[src/rtl/mac_sequencer.sv]
// mac_sequencer: job controller for one mac_unit processing element.
// Clears the accumulator, streams `length` operand pairs into the MAC,
// waits out the MAC result latency, then offers the captured result on a
// valid/ready output. The sequencer does no arithmetic; it only flags
// results that sit on the saturation rails.
module mac_sequencer #(
    parameter int DATA_W  = 8,
    parameter int ACC_W   = 20,
    parameter int LEN_W   = 8,
    parameter int MAC_LAT = 1
) (
    input  logic                     clock,
    input  logic                     reset,
    // job control
    input  logic                     start,
    input  logic [LEN_W-1:0]         length,
    input  logic                     abort,
    output logic                     busy,
    // operand stream
    input  logic                     op_valid,
    output logic                     op_ready,
    input  logic signed [DATA_W-1:0] op_weight,
    input  logic signed [DATA_W-1:0] op_input,
    // MAC processing element
    output logic                     mac_enable,
    output logic                     mac_clear_acc,
    output logic signed [DATA_W-1:0] mac_weight,
    output logic signed [DATA_W-1:0] mac_input,
    input  logic signed [ACC_W-1:0]  mac_accumulator,
    // result stream
    output logic                     res_valid,
    input  logic                     res_ready,
    output logic signed [ACC_W-1:0]  res_data,
    output logic                     res_saturated
);

    typedef enum logic [2:0] {
        S_IDLE,
        S_CLEAR,
        S_STREAM,
        S_DRAIN,
        S_RESULT
    } state_t;

    // Drain counter runs 0..MAC_LAT-1; the last value marks the capture edge.
    localparam int                     DRAIN_W    = (MAC_LAT > 1) ? $clog2(MAC_LAT) : 1;
    localparam logic [DRAIN_W-1:0]     DRAIN_LAST = DRAIN_W'(MAC_LAT - 1);
    localparam logic signed [ACC_W-1:0] ACC_MAX   = {1'b0, {(ACC_W-1){1'b1}}};
    localparam logic signed [ACC_W-1:0] ACC_MIN   = {1'b1, {(ACC_W-1){1'b0}}};

    state_t                   r_state;
    state_t                   w_next;
    logic [LEN_W-1:0]         r_len;
    logic [LEN_W-1:0]         r_beat_cnt;
    logic [DRAIN_W-1:0]       r_drain_cnt;
    logic signed [ACC_W-1:0]  r_res_data;
    logic                     r_res_sat;

    logic                     w_accept;
    logic [LEN_W-1:0]         w_beat_inc;
    logic                     w_last_beat;
    logic                     w_drain_done;

    // A beat moves only in STREAM with the source valid and no abort pending;
    // abort pulls op_ready low so the in-flight beat is never consumed.
    assign w_accept     = (r_state == S_STREAM) && op_valid && !abort;
    assign w_beat_inc   = r_beat_cnt + 1'b1;
    assign w_last_beat  = (w_beat_inc == r_len);
    assign w_drain_done = (r_state == S_DRAIN) && (r_drain_cnt == DRAIN_LAST);

    // State register.
    // NOTE: sequential state uses non-blocking assignments so every flop
    // samples pre-edge values regardless of block evaluation order.
    always_ff @(posedge clock or posedge reset) begin
        if (reset) begin
            r_state <= S_IDLE;
        end else begin
            r_state <= w_next;
        end
    end

    // Next-state logic; abort overrides every normal transition out of a busy state.
    // NOTE: w_next gets a default before the case so no path leaves it
    // unassigned, which would otherwise infer a latch.
    always_comb begin
        w_next = r_state;
        if (abort && (r_state != S_IDLE)) begin
            w_next = S_IDLE;
        end else begin
            case (r_state)
                S_IDLE:   if (start) w_next = S_CLEAR;
                S_CLEAR:  w_next = (r_len == '0) ? S_DRAIN : S_STREAM;
                S_STREAM: if (w_accept && w_last_beat) w_next = S_DRAIN;
                S_DRAIN:  if (w_drain_done) w_next = S_RESULT;
                S_RESULT: if (res_ready) w_next = S_IDLE;
                default:  w_next = S_IDLE;
            endcase
        end
    end

    // Output decode: MAC controls and handshakes are pure functions of state
    // (plus the accept qualifier), so reset forces them low immediately.
    always_comb begin
        busy          = (r_state != S_IDLE);
        op_ready      = (r_state == S_STREAM) && !abort;
        mac_enable    = w_accept;
        mac_clear_acc = (r_state == S_CLEAR);
        mac_weight    = w_accept ? op_weight : '0;
        mac_input     = w_accept ? op_input  : '0;
        res_valid     = (r_state == S_RESULT);
        res_data      = r_res_data;
        res_saturated = r_res_sat;
    end

    // Job datapath: length latch, beat/drain counters and result capture.
    // NOTE: every register here is small control/result state, so all of it
    // is reset; there is no storage array that would be better left unreset.
    always_ff @(posedge clock or posedge reset) begin
        if (reset) begin
            r_len       <= '0;
            r_beat_cnt  <= '0;
            r_drain_cnt <= '0;
            r_res_data  <= '0;
            r_res_sat   <= 1'b0;
        end else begin
            if ((r_state == S_IDLE) && start) begin
                r_len      <= length;
                r_beat_cnt <= '0;
            end else if (w_accept) begin
                r_beat_cnt <= w_beat_inc;
            end

            if (r_state == S_DRAIN) begin
                r_drain_cnt <= r_drain_cnt + 1'b1;
            end else begin
                r_drain_cnt <= '0;
            end

            if (w_drain_done && !abort) begin
                r_res_data <= mac_accumulator;
                r_res_sat  <= (mac_accumulator == ACC_MAX) ||
                              (mac_accumulator == ACC_MIN);
            end
        end
    end

endmodule

[config.mk]
export PLATFORM = sky130hd
export DESIGN_NAME = mac_sequencer
export DESIGN_NICKNAME = d
export VERILOG_FILES = /design/src/rtl/mac_sequencer.sv
export SDC_FILE = /design/constraint.sdc
export NUM_CORES = 1
export LEC_CHECK = 0
export BUFFER_PORTS_ARGS = -buffer_cell sky130_fd_sc_hd__buf_4
export CAP_MARGIN = 20
export CELL_PAD_IN_SITES_DETAIL_PLACEMENT = 0
export CELL_PAD_IN_SITES_GLOBAL_PLACEMENT = 2
export CORE_UTILIZATION = 25
export DETAILED_ROUTE_END_ITERATION = 16
export GPL_TIMING_DRIVEN = 0
export PLACE_DENSITY_LB_ADDON = 0.1
export SETUP_SLACK_MARGIN = 0.2
export SYNTH_ARGS = -nofsm -noshare
export SYNTH_HDL_FRONTEND = slang
export SYNTH_SLANG_ARGS = --single-unit
[constraint.sdc]
create_clock -name clock -period 1.75 [get_ports clock]
set_input_delay 0 -clock clock [delete_from_list [all_inputs] [get_ports clock]]
set_output_delay 0 -clock clock [all_outputs]
set_load 0.05 [all_outputs]
==> metrics.txt <==
Yosys top cell by area dfrtp_1; CP Launch Type flip-flop; Worst Setup End Kind flip-flop; YS warnings 0; count leader, synth dfrtp_1; worst vdd ir 0.927 mV; hold-fix buffers at CTS 29; # rows 33; Worst Tran Pin Value 453 ps; Core Area 8180 um^2; worst setup margin 20.7 ps; clock root buffer clkbuf_8; Total Routing Usage GR 15.1%; relative slew slack 69.8%; fraction of layout cells with a size suffix above 1 53.2%; Die Y 93.9 um; Distinct cells, synth 38; Post-synth EDFFs 0; Compound-Gate Fraction of Synth Area 6.40%; min cycle time layout 1730 ps; n_diodes 0; Clock Skew 6.89 ps; GR Overflow Total 0; worst hold slack -56.3 ps; Post-Synth Adder-Cell Area 1.07%; Synth Flop Type dfrtp_1; detailed placer's ending HPWL 4470 um; Initial Utilization 25.8%; Placed Area 3060 um^2; CP Class reg -> reg; top cell type's share of synthesized area 48.6%; Pleak 1.79 nW; final clock period utilization by the worst path 98.8%; highest clock rate 578 MHz; Wirelength per Cell 14.3 um; post-route cell area 3830 um^2; R2R setup slack 20 ps; first-pass GRT wire length 10200 um; die area 8820 um^2; critical-path maximum fanout 5; # DRC 0; fillers 794; vias in the first global route 2054; CTS tree built; clock buffer depth 2; I/O Buffers 91; largest cells by area after synthesis dfrtp_1 49%, mux2_2 14%, and3_1 5.9%; io pins 92; post-synthesis sequential area ratio 48.6%; final WL 6370 um; Routed Antenna Nets 0; PD cells 1240 nW/um^2; final hold vios 2; pre-CTS setup slack -306 ps; clock slew at reported path FFs 80 ps; Inserted Clock Buffers 5; Syn Area/Cell 11.1 um^2; Simple-Gate Fraction of Synth Area 21.1%; status finished, violations left; Mapped Nets 242; max-slew violations 0; Synth Area in XOR/XNOR 4.15%; Iter 0 DRT Violations 94; Commonest cells post-synth 41 x dfrtp_1, 26 x mux2_2, 20 x and3_1, 9 x o21ai_0; Cells after DPL 388; largest net degree at the start of global routing 23; vias per cell 4.48; hold crit path type in -> reg; worst-skew pair later-pin latency 290 ps; setup TNS 0 ps; area grow syn2layout 81.2%; register bit total from synthesis 41; H-tree depth 2; failing checks hold timing; synthesized area 2110 um^2; largest family of logic cells by synthesized area simple AND/OR/NAND/NOR gates; WP data required 1930 ps; max-cap check violation count 0; WP data arrival 1910 ps; multiplexer share of the synthesized area 14.9%; Initial DRT Pass Iterations 4; Clock Sink Count 41; Die W 93.9 um; synthesized instance count 191; Non-Filler Instances 445; fraction of registers with async set/reset 100%; Finish-stage setup viols 0; initial antenna violation count 0; Final Wtd Congestion 0.680; vias after detailed routing 1994; total power 4.73 mW; Final nets 390; unrepaired setup endpoints after global routing true
state kept, by name (all words and copies together), names as in the netlist:
register	cells
res_saturated	1
res_data	20
r_beat_cnt	8
r_len	8
r_state	3
r_drain_cnt	1
path summary, 6_finish.rpt:
check	startpoint	endpoint	cells past startpoint
max in group asynchronous	reset	r_state[1]	4
worst max-delay path	r_state[2]	res_data[16]	6
worst min-delay path	abort	r_state[2]	2
min in group asynchronous	reset	res_data[1]	3
worst max register to register	r_state[2]	res_data[16]	6
worst min register to register	res_data[14]	res_data[14]	1
cell type report:
type	count	area [um^2]	share of cell area [%]
clock inverter	1	30.0	0.785
inverter	6	26.3	0.686
timing repair buffer	141	1270	33.3
sequential	41	1030	26.9
clock buffer	7	86.3	2.26
tap	105	131	3.43
multi-input combinational	136	1170	30.5
buffer	8	83.8	2.19
timing repair:
action | in CTS | in global routing
cloned | 1 | 0
hold endpoints to repair | 49 | 2
gates resized for setup | 39 | 12
endpoints found under the setup margin | 56 | 56
setup buffers | 16 | 3
pin swaps | 6 | 5
cells in the final DEF (no fill, tap or decap), types with 5 or more instances in the layout:
cell,netlist,routed
buf_4,0,86
dfrtp_1,41,39
dlygate4sd3_1,0,29
buf_6,3,24
mux2_4,0,20
and3_1,20,11
and3_2,0,9
mux2_2,26,8
xnor2_1,8,8
nor4_1,7,7
a21oi_1,6,6
nand3_1,6,6
nand2_1,7,6
clkbuf_8,0,6
buf_8,0,5
nand4_1,5,5
nor2_1,8,5
o21ai_1,0,5
through the flow:
stage                     util (%)  hold slack [ps]
after global placement        37.2              235
after CTS                     46.0            -64.8
after detailed placement      37.5             56.4
after floorplan                  -             63.1
final                         46.8            -56.3
after global routing          46.8            -70.9
critical path, cell delays in order (launching register included):
cell and delay (ps):
dfrtp_1 380, buf_6 130, or3_4 380, nor2_4 180, buf_6 130, buf_8 120, mux2_4 300
cells by family after synthesis:
logic type                 after synthesis
AOI/OAI and AO/OA                       23
and+or+nand+nor                         73
xor gates and xnor gates                10
buffers and inverters                   14
adders and majority gates                2
DFF                                     41
muxes                                   28
metal layers:
layer | track usage, % | share of wire, % | vias up
met5 | 0 | 0 | -
met4 | 3.46 | 0.47 | 0
met3 | 2.67 | 3.7 | 4
li1 | - | - | 998
met2 | 24.2 | 47 | 46
met1 | 21.0 | 49 | 946
where the power goes:
group | total [mW] | internal [mW] | switching (mW)
combinational | 2.42 | 1.02 | 1.41
sequential | 1.51 | 1.27 | 0.242
clock | 0.802 | 0.466 | 0.336
Power figures use the tool's default switching activity.
